==> config.mk <==
export PLATFORM = sky130hd
export DESIGN_NAME = ssd_scan_ctrl
export DESIGN_NICKNAME = d
export VERILOG_FILES = /design/src/rtl/ssd_scan_ctrl.sv
export SDC_FILE = /design/constraint.sdc
export NUM_CORES = 1
export LEC_CHECK = 0
export CORE_ASPECT_RATIO = 0.5
export CORE_MARGIN = 1.5
export CORE_UTILIZATION = 57
export DETAILED_ROUTE_END_ITERATION = 12
export GPL_TIMING_DRIVEN = 0
export PLACE_DENSITY = 0.86
export SLEW_MARGIN = 25
export SYNTH_ARGS = -nofsm -noshare
export SYNTH_HDL_FRONTEND = slang
export SYNTH_SLANG_ARGS = --single-unit
==> constraint.sdc <==
create_clock -name clk -period 3.4 [get_ports clk]
set_input_delay 0.51 -clock clk [delete_from_list [all_inputs] [get_ports clk]]
set_output_delay 0.51 -clock clk [all_outputs]
set_load 0.01 [all_outputs]
==> src/rtl/ssd_scan_ctrl.sv <==
// ssd_scan_ctrl: time-multiplexed common-anode seven-segment scan driver.
// Define SSD_HEX_EN to decode nibbles 10-15 as A,b,C,d,E,F glyphs.
module ssd_scan_ctrl #(
  parameter int DIGITS      = 4,
  parameter int REFRESH_DIV = 100000,
  parameter int CNT_W       = $clog2(REFRESH_DIV)
) (
  input  logic                clk,
  input  logic                rst_n,
  input  logic [4*DIGITS-1:0] value,
  input  logic [DIGITS-1:0]   dp,
  input  logic                load,
  input  logic                lz_blank,
  input  logic                disp_en,
  output logic [7:0]          segs,
  output logic [DIGITS-1:0]   digit_sel
);

  localparam int IDX_W = (DIGITS > 1) ? $clog2(DIGITS) : 1;

  logic [CNT_W-1:0]    cnt;
  logic [IDX_W-1:0]    idx;
  logic [4*DIGITS-1:0] shadow_val;
  logic [DIGITS-1:0]   shadow_dp;
  logic                wrap;
  logic [3:0]          nib;
  logic [DIGITS-1:0]   blank_mask;
  logic                upper_zero;
  logic                blank;
  logic [6:0]          glyph;

  assign wrap = (cnt == CNT_W'(REFRESH_DIV - 1));

  // active-low a..g glyph for one nibble
  function automatic logic [6:0] decode(input logic [3:0] n);
    logic [6:0] g;
    case (n)
      4'd0:    g = 7'b0000001;
      4'd1:    g = 7'b1001111;
      4'd2:    g = 7'b0010010;
      4'd3:    g = 7'b0000110;
      4'd4:    g = 7'b1001100;
      4'd5:    g = 7'b0100100;
      4'd6:    g = 7'b0100000;
      4'd7:    g = 7'b0001111;
      4'd8:    g = 7'b0000000;
      4'd9:    g = 7'b0000100;
`ifdef SSD_HEX_EN
      4'd10:   g = 7'b0001000;
      4'd11:   g = 7'b1100000;
      4'd12:   g = 7'b0110001;
      4'd13:   g = 7'b1000010;
      4'd14:   g = 7'b0110000;
      default: g = 7'b0111000;
`else
      default: g = 7'b0111000;
`endif
    endcase
    return g;
  endfunction

  // dwell counter; index steps to the next digit on wrap
  always_ff @(posedge clk) begin
    if (!rst_n) begin
      cnt <= '0;
      idx <= '0;
    end else if (wrap) begin
      cnt <= '0;
      if (idx == IDX_W'(DIGITS - 1))
        idx <= '0;
      else
        idx <= idx + IDX_W'(1);
    end else begin
      cnt <= cnt + CNT_W'(1);
    end
  end

  // shadow copy so a half-updated value never shows
  always_ff @(posedge clk) begin
    if (!rst_n) begin
      shadow_val <= '0;
      shadow_dp  <= '0;
    end else if (load) begin
      shadow_val <= value;
      shadow_dp  <= dp;
    end
  end

  // digit k blanks when it and every digit left of it are zero
  always_comb begin
    upper_zero = 1'b1;
    blank_mask = '0;
    for (int k = DIGITS - 1; k >= 0; k--) begin
      upper_zero    = upper_zero && (shadow_val[4*k +: 4] == 4'd0);
      blank_mask[k] = upper_zero && (k != 0);
    end
  end

  assign nib   = shadow_val[{idx, 2'b00} +: 4];
  assign blank = lz_blank & blank_mask[idx];
  assign glyph = blank ? 7'h7F : decode(nib);

  // registered pin drivers for the digit at the current index
  always_ff @(posedge clk) begin
    if (!rst_n) begin
      segs      <= 8'hFF;
      digit_sel <= '1;
    end else if (disp_en) begin
      segs      <= {glyph, ~shadow_dp[idx]};
      digit_sel <= ~(DIGITS'(1) << idx);
    end else begin
      segs      <= 8'hFF;
      digit_sel <= '1;
    end
  end

endmodule

==> summary.md, run 1 <==
| Metric | Value |
|---|---|
| Status | `finished, final reports clean` |
| Worst slew margin | `49.9%` |
| Cell Area, Placed | `2720 sq um` |
| Gr usage total | `21.7%` |
| Congestion Overflow GR | `0` |
| Final nets | `304` |
| Routed Antenna Nets | `0` |
| Count of final setup violators | `0` |
| Final setup margin | `1.28 ns` |
| Storage element area | `1020 sq um` |
| Area of the multi-input gates | `1200 sq um` |
| Hold/Removal Path Class | `reg2reg` |
| CTS tree | `done` |
| Initial antenna violation count | `0` |
| Share of cells above drive strength 1 | `7.06%` |
| Critical Path RT | `3.57 ns` |
| Register-to-Register Path Depth | `6` |
| Syn avg cell area | `10.2 sq um` |
| Cell accounting for the most synthesized area | `dfxtp_1` |
| Post-CTS setup buffer count | `0` |
| Die span in x | `92.9 um` |
| Residual DRC | `0` |
| Skew-Pair Late Insertion Delay | `0.30 ns` |
| Total of max-cap violations | `0` |
| Routed WL per cell | `14.4 um` |
| Pre-CTS worst setup slack | `1.32 ns` |
| Mapped Cells | `226` |
| Initial DRT Pass Iterations | `4` |
| Sequential area share after synthesis | `44.3%` |
| Crit end category | `flop` |
| WHS | `0.459 ns` |
| Fill cells | `288` |
| Final Hold Fails | `0` |
| WL final | `4650 um` |
| Initial Util | `59.3%` |
| CTS sink cnt | `51` |
| Startpoint types | `flop` |
| Synthesis-to-finish area growth | `23.2%` |
| Synth top area share | `44.3%` |
| Yosys reg bits | `51` |
| Critical R2R Launch | `idx[0]$_SDFFE_PN0N_` |
| Worst setup path category | `reg2reg` |
| Worst-path maximum fanout | `8` |
| Top-Level Pins | `37` |
| Finished Core Util | `73.1%` |
| Largest net degree at the start of global routing | `16` |
| Max Fclk | `471 MHz` |
| Hold_buf cts | `0` |
| CTS HTree Levels | `2` |
| Max IR drop VDD | `0.248 mV` |
| Core ar. | `3880 sq um` |
| Root Buffer | `clkbuf_8` |
| Commonest non-fill, non-tap cells in the layout | `51 x dfxtp_1, 35 x clkdlybuf4s50_1, 24 x nor2b_1` |
| CP startpoint | `idx[0]$_SDFFE_PN0N_` |
| Die footprint | `4460 sq um` |
| Initial DRC Count | `55` |
| Slowest cell on crit path | `mux4_1` |
| Design Area, Final | `2840 sq um` |
| First-pass GRT wire length | `7290 um` |
| Row cnt | `16` |
| Pwr/cell area | `421 nW/um^2` |
| Max Root-Sink Buffers | `2` |
| Largest stage delay on the critical path | `0.64 ns` |
| Pin slew with the least headroom to its limit | `0.752 ns` |
| Vias in the first global route | `1668` |
| Commonest non-fill, non-tap cell in the layout | `dfxtp_1` |
| Hold path depth | `1` |
| R2R setup slack | `1.28 ns` |
| IO buf count | `35` |
| Routability cong. | `0.915` |
| DPL Wire Length | `3460 um` |
| Leakage | `1.12 nW` |
| Setup TNS | `0 ns` |
| Worst hold start | `cnt[0]$_SDFF_PP0_` |
| Netlist cell types | `35` |
| Clk_skew | `0.00880 ns` |
| Fin. max-slew vios | `0` |
| Mapped cell area | `2300 sq um` |
| Crit-path cells | `buf_6, mux4_1, ha_1, nor2b_1, o31ai_1, nand3_1` |
| Final min period | `2.12 ns` |
| DR vias | `1768` |
| Worst-path clk slew | `0.09 ns` |
| RSZ-0062 raised after global routing | `false` |
| Main area contributors after synthesis | `dfxtp_1 44%, mux2i_1 9.1%, nor2b_1 6.5%` |
| Resize count post-CTS | `0` |
| Final Cycle Share | `62.5%` |
| Synth warn | `0` |
| ANT cells | `0` |
| Die Y | `48.0 um` |
| Mapped Nets | `262` |
| Average vias per placed instance | `5.47` |
| Critical Path AT | `2.30 ns` |
| TritonCTS Buffers | `5` |
[routing by layer]
layer  vias to the layer above  wire length [um]  global-route usage, %
li1                        885                 -                      -
met1                       832              2060                   24.8
met2                        39              2300                   40.9
met3                        12               194                   6.19
met4                         0                98                   8.18
met5                         -                 0                      0
[stage by stage]
stage / total power, W / instances
global route: 0.00124 / 323
finish: 0.00120 / 323
floorplan: 0.000714 / 226
CTS: 0.00120 / 323
global placement: 0.000767 / 315
detailed placement: 0.000774 / 315
[critical path: cells and delay by family (launching register included)]
kind	cells	cell delay (ns)
flip-flops	1	0.39
adder cells (fa/ha/maj)	1	0.27
AND/OR/NAND/NOR	2	0.27
buffers and inverters	1	0.16
AO/OA/AOI/OAI	1	0.26
multiplexers	1	0.64
[worst paths after layout]
kind,to
setup / recovery,segs[4]$_SDFF_PP1_
hold reg to reg,cnt[0]$_SDFF_PP0_
hold / removal,cnt[0]$_SDFF_PP0_
setup reg to reg,segs[4]$_SDFF_PP1_
[flip-flops by register name (all words and copies together) (netlist names)]
register / count
idx: 2
segs: 8
shadow_dp: 4
digit_sel: 4
shadow_val: 16
cnt: 17
[cells by family after synthesis]
group | after synthesis | synth area share (%)
multiplexers | 26 | 14.3
XOR/XNOR | 9 | 3.42
adder cells (fa/ha/maj) | 11 | 5.97
flip-flops | 51 | 44.3
AO/OA/AOI/OAI | 25 | 6.73
buffers and inverters | 19 | 3.64
AND/OR/NAND/NOR | 85 | 21.6
[cell usage after synthesis]
| library cell | number |
|---|---|
| and4b_1 | 1 |
| buf_2 | 4 |
| and4_1 | 1 |
| and2_1 | 4 |
| nand2_1 | 11 |
| a21boi_0 | 1 |
| and4bb_2 | 1 |
| nor3_1 | 1 |
| nor2_1 | 9 |
| nor2b_1 | 24 |
| nand3b_1 | 1 |
| o211ai_1 | 3 |
| nor4_1 | 2 |
| xor2_1 | 8 |
| o311a_1 | 1 |
| xnor2_1 | 1 |
| ha_1 | 11 |
| or3_1 | 1 |
| mux4_2 | 3 |
| buf_6 | 1 |
| dfxtp_1 | 51 |
| or2_2 | 1 |
| or4_1 | 7 |
| inv_1 | 8 |
| or3_2 | 1 |
| o21ai_0 | 4 |
| nand4_1 | 6 |
| mux2i_1 | 21 |
| clkbuf_1 | 6 |
| mux4_1 | 2 |
| or3b_1 | 2 |
| a21oi_1 | 10 |
| nand3_1 | 9 |
| o31ai_1 | 6 |
| and3_1 | 3 |
[cell type report]
class	instances	share of cell area, %
inverter	8	1.06
sequential	51	35.9
tap	54	2.38
multi-input combinational	156	42.2
buffer	11	1.89
clock buffer	6	2.91
timing repair buffer	35	12.3
clock inverter	2	1.23
[report_power, final]
part	internal, W	total (W)	switching (W)
clock	0.000238	0.000436	0.000198
combinational	0.0000728	0.000127	0.0000538
sequential	0.000620	0.000634	0.0000135
Power figures use the tool's default switching activity.
==> inputs of run 2 (changes only) <==
CORE_UTILIZATION = 48   (was 57)
PLACE_DENSITY = 0.78   (was 0.86)
clock period = 1.9 ns   (was 3.4 ns; I/O delays follow)
==> run 2 against run 1 <==
  * Sequential share of layout area fell by 0.25 points
  * Cell count rose by 5.0%
  * Utilization fell by 9.6 points
  * Sequential power rose by 78%
  * Clock skew fell by 0.0037 ns
  * Final area rose by 0.84%
  * Sequential cell count did not move
  * Register-to-register slack got worse by 1.2 ns
  * First-iteration DRC count did not move
  * Hold slack barely moved
  * Critical endpoint is now segs[7]$_SDFF_PP1_
  * Largest cell class unchanged
  * Largest power group unchanged
==> summary.md, run 2 (same netlist as run 1, synthesis figures left out) <==
| Metric | Value |
|---|---|
| Largest net degree at the start of global routing | `15 (-1)` |
| IO buf count | `35 (unchanged)` |
| Die Y | `52.0 um (+8.4%)` |
| Pwr Total | `0.00197 W (+65%)` |
| Congestion Overflow GR | `0 (unchanged)` |
| Vias in the first global route | `1689 (+1.3%)` |
| Slowest cell on crit path | `mux4_2` |
| DP Cell Count | `327 (+3.8%)` |
| Design Area, Final | `2860 sq um (+0.84%)` |
| Commonest non-fill, non-tap cell in the layout | `dfxtp_1` |
| Routed WL per cell | `13.5 um (-6.0%)` |
| Die footprint | `5250 sq um (+18%)` |
| Startpoint types | `flop` |
| Routability cong. | `0.818 (-11%)` |
| Initial DRT Pass Iterations | `4 (unchanged)` |
| Final cell count without fillers | `339 (+5.0%)` |
| Fill cells | `370 (+28%)` |
| CTS tree | `done` |
| Row cnt | `17 (+1)` |
| DPL Wire Length | `3370 um (-2.7%)` |
| Final nets | `308 (+1.3%)` |
| Synthesis-to-finish area growth | `24.3%` |
| Clk_skew | `0.00511 ns (-0.00369 ns)` |
| Worst-path clk slew | `0.09 ns (about the same)` |
| Register-to-Register Path Depth | `7 (+1)` |
| Hold path depth | `1 (unchanged)` |
| WL final | `4590 um (-1.3%)` |
| Fin. max-slew vios | `0 (unchanged)` |
| Largest stage delay on the critical path | `0.58 ns (-0.06 ns)` |
| Max IR drop VDD | `0.298 mV (+20%)` |
| Initial antenna violation count | `0 (unchanged)` |
| Leakage | `1.12 nW (-0.26%)` |
| CTS sink cnt | `51 (unchanged)` |
| Critical R2R Launch | `idx[0]$_SDFFE_PN0N_` |
| Initial Util | `51.1% (-8.2 points)` |
| Hold_buf cts | `0 (unchanged)` |
| Setup TNS | `0 ns (unchanged)` |
| Total of max-cap violations | `0 (unchanged)` |
| Gr usage total | `19.4% (-2.3 points)` |
| Root Buffer | `clkbuf_8` |
| Max reg flops | `17 (unchanged)` |
| Worst hold start | `cnt[0]$_SDFF_PP0_` |
| Skew-Pair Late Insertion Delay | `0.31 ns (about the same)` |
| Top reg by flops | `cnt` |
| R2R setup slack | `0.03 ns (-1.24 ns)` |
| Final Hold Fails | `0 (unchanged)` |
| Final Cycle Share | `98.3% (+36 points)` |
| Max Root-Sink Buffers | `2 (unchanged)` |
| Status | `finished, final reports clean` |
| ANT cells | `0 (unchanged)` |
| Worst setup path category | `reg2reg` |
| First-pass GRT wire length | `7710 um (+5.9%)` |
| Critical Path RT | `2.13 ns (-1.44 ns)` |
| TritonCTS Buffers | `5 (unchanged)` |
| Critical Path AT | `2.10 ns (-0.20 ns)` |
| Pwr/cell area | `687 nW/um^2 (+63%)` |
| Crit end category | `flop` |
| Count of final setup violators | `0 (unchanged)` |
| WHS | `0.458 ns (-0.000204 ns)` |
| CTS HTree Levels | `2 (unchanged)` |
| Final min period | `1.87 ns (-0.255 ns)` |
| Cell Area, Placed | `2740 sq um (+0.55%)` |
| Crit-path cells | `buf_6, mux4_2, inv_1, ha_2, nor2b_2, a21oi_1, o211ai_1` |
| Max Fclk | `535 MHz (+14%)` |
| Pin slew with the least headroom to its limit | `0.723 ns (-0.0288 ns)` |
| Worst-path maximum fanout | `6 (-2)` |
| RR Endpoint | `segs[7]$_SDFF_PP1_` |
| Average vias per placed instance | `5.21 (-4.8%)` |
| Biggest regs | `cnt x17, shadow_val x16, segs x8` |
| Core ar. | `4510 sq um (+16%)` |
| Hold/Removal Path Class | `reg2reg` |
| Commonest non-fill, non-tap cells in the layout | `50 x dfxtp_1, 35 x clkdlybuf4s50_1, 23 x nor2b_1` |
| Residual DRC | `0 (unchanged)` |
| Top-Level Pins | `37 (unchanged)` |
| Worst Hold End | `cnt[0]$_SDFF_PP0_` |
| Initial DRC Count | `55 (unchanged)` |
| DR vias | `1767 (-0.057%)` |
| Worst slew margin | `51.8% (+1.9 points)` |
| Routed Antenna Nets | `0 (unchanged)` |
| RSZ-0062 raised after global routing | `true` |
| Share of cells above drive strength 1 | `11.0% (+3.9 points)` |
| Die span in x | `101 um (+8.7%)` |
[run 2: changes by cell type in the layout (fill, tap and decap cells not counted), sizes merged]
cell    change
bufinv      -1
buf         +5
[run 2: layout make-up]
| type | instances | area [sq um] | area share, % |
|---|---|---|---|
| Multi-Input combinational cell | 156 | 1210 | 42.2 |
| Tap cell | 66 | 82.6 | 2.88 |
| Inverter | 8 | 30.0 | 1.05 |
| Clock inverter | 1 | 5.00 | 0.175 |
| Buffer | 10 | 50.0 | 1.75 |
| Clock buffer | 7 | 76.3 | 2.66 |
| Timing Repair Buffer | 40 | 388 | 13.5 |
| Sequential cell | 51 | 1020 | 35.7 |
[run 2: timing repair]
item / 4_1_cts / 5_1_grt
resized for setup: 2 / 6
pin swaps: 1 / 3
gates cloned: 0 / 0
buffers inserted: 4 / 1
setup endpoints to repair: 6 / 15
[run 2: power by group]
part / leakage (nW) / switching (W) / internal [W]
Clock: 0.0422 / 0.000349 / 0.000259
Combinational: 0.655 / 0.0000945 / 0.000132
Sequential: 0.418 / 0.0000239 / 0.00111
Total: 1.12 / 0.000467 / 0.00150
[run 2: through the flow]
step | setup WS, ns | utilization [%]
5_1_grt | -0.0382 | 63.5
3_5_place_dp | -0.106 | 60.7
4_1_cts | 0.0150 | 63.0
3_3_place_gp | -0.0739 | 60.7
2_1_floorplan | 0.0275 | -
6_report | 0.0318 | 63.5
[run 2: worst max-delay path, delay by kind of cell, from the launching register on]
kind                       cells  cell delay (ns)
buffers and inverters          2             0.28
DFF                            1             0.35
muxes                          1             0.58
AOI/OAI and AO/OA              2             0.22
adders and majority gates      1             0.19
and+or+nand+nor                1             0.18
[run 2: how the worst max path moves through the flow]
stage | start | endpoint | slack, ns | cells after the start
finish | idx[0]$_SDFFE_PN0N_ | segs[7]$_SDFF_PP1_ | 0.03 | 7
global route | idx[0]$_SDFFE_PN0N_ | segs[3]$_SDFF_PP1_ | -0.04 | 6
CTS | idx[0]$_SDFFE_PN0N_ | segs[3]$_SDFF_PP1_ | 0.01 | 6
detailed placement | idx[0]$_SDFFE_PN0N_ | segs[4]$_SDFF_PP1_ | -0.11 | 6
global placement | idx[0]$_SDFFE_PN0N_ | segs[4]$_SDFF_PP1_ | -0.07 | 6
floorplan | idx[0]$_SDFFE_PN0N_ | segs[4]$_SDFF_PP1_ | 0.03 | 6
[run 2: metal layers]
metal,vias up,wire (um),GRT usage [%]
li1,895,-,-
met1,829,2120,23.3
met2,34,2230,33.2
met3,9,151,5.38
met4,0,82,8.56
met5,-,0,0
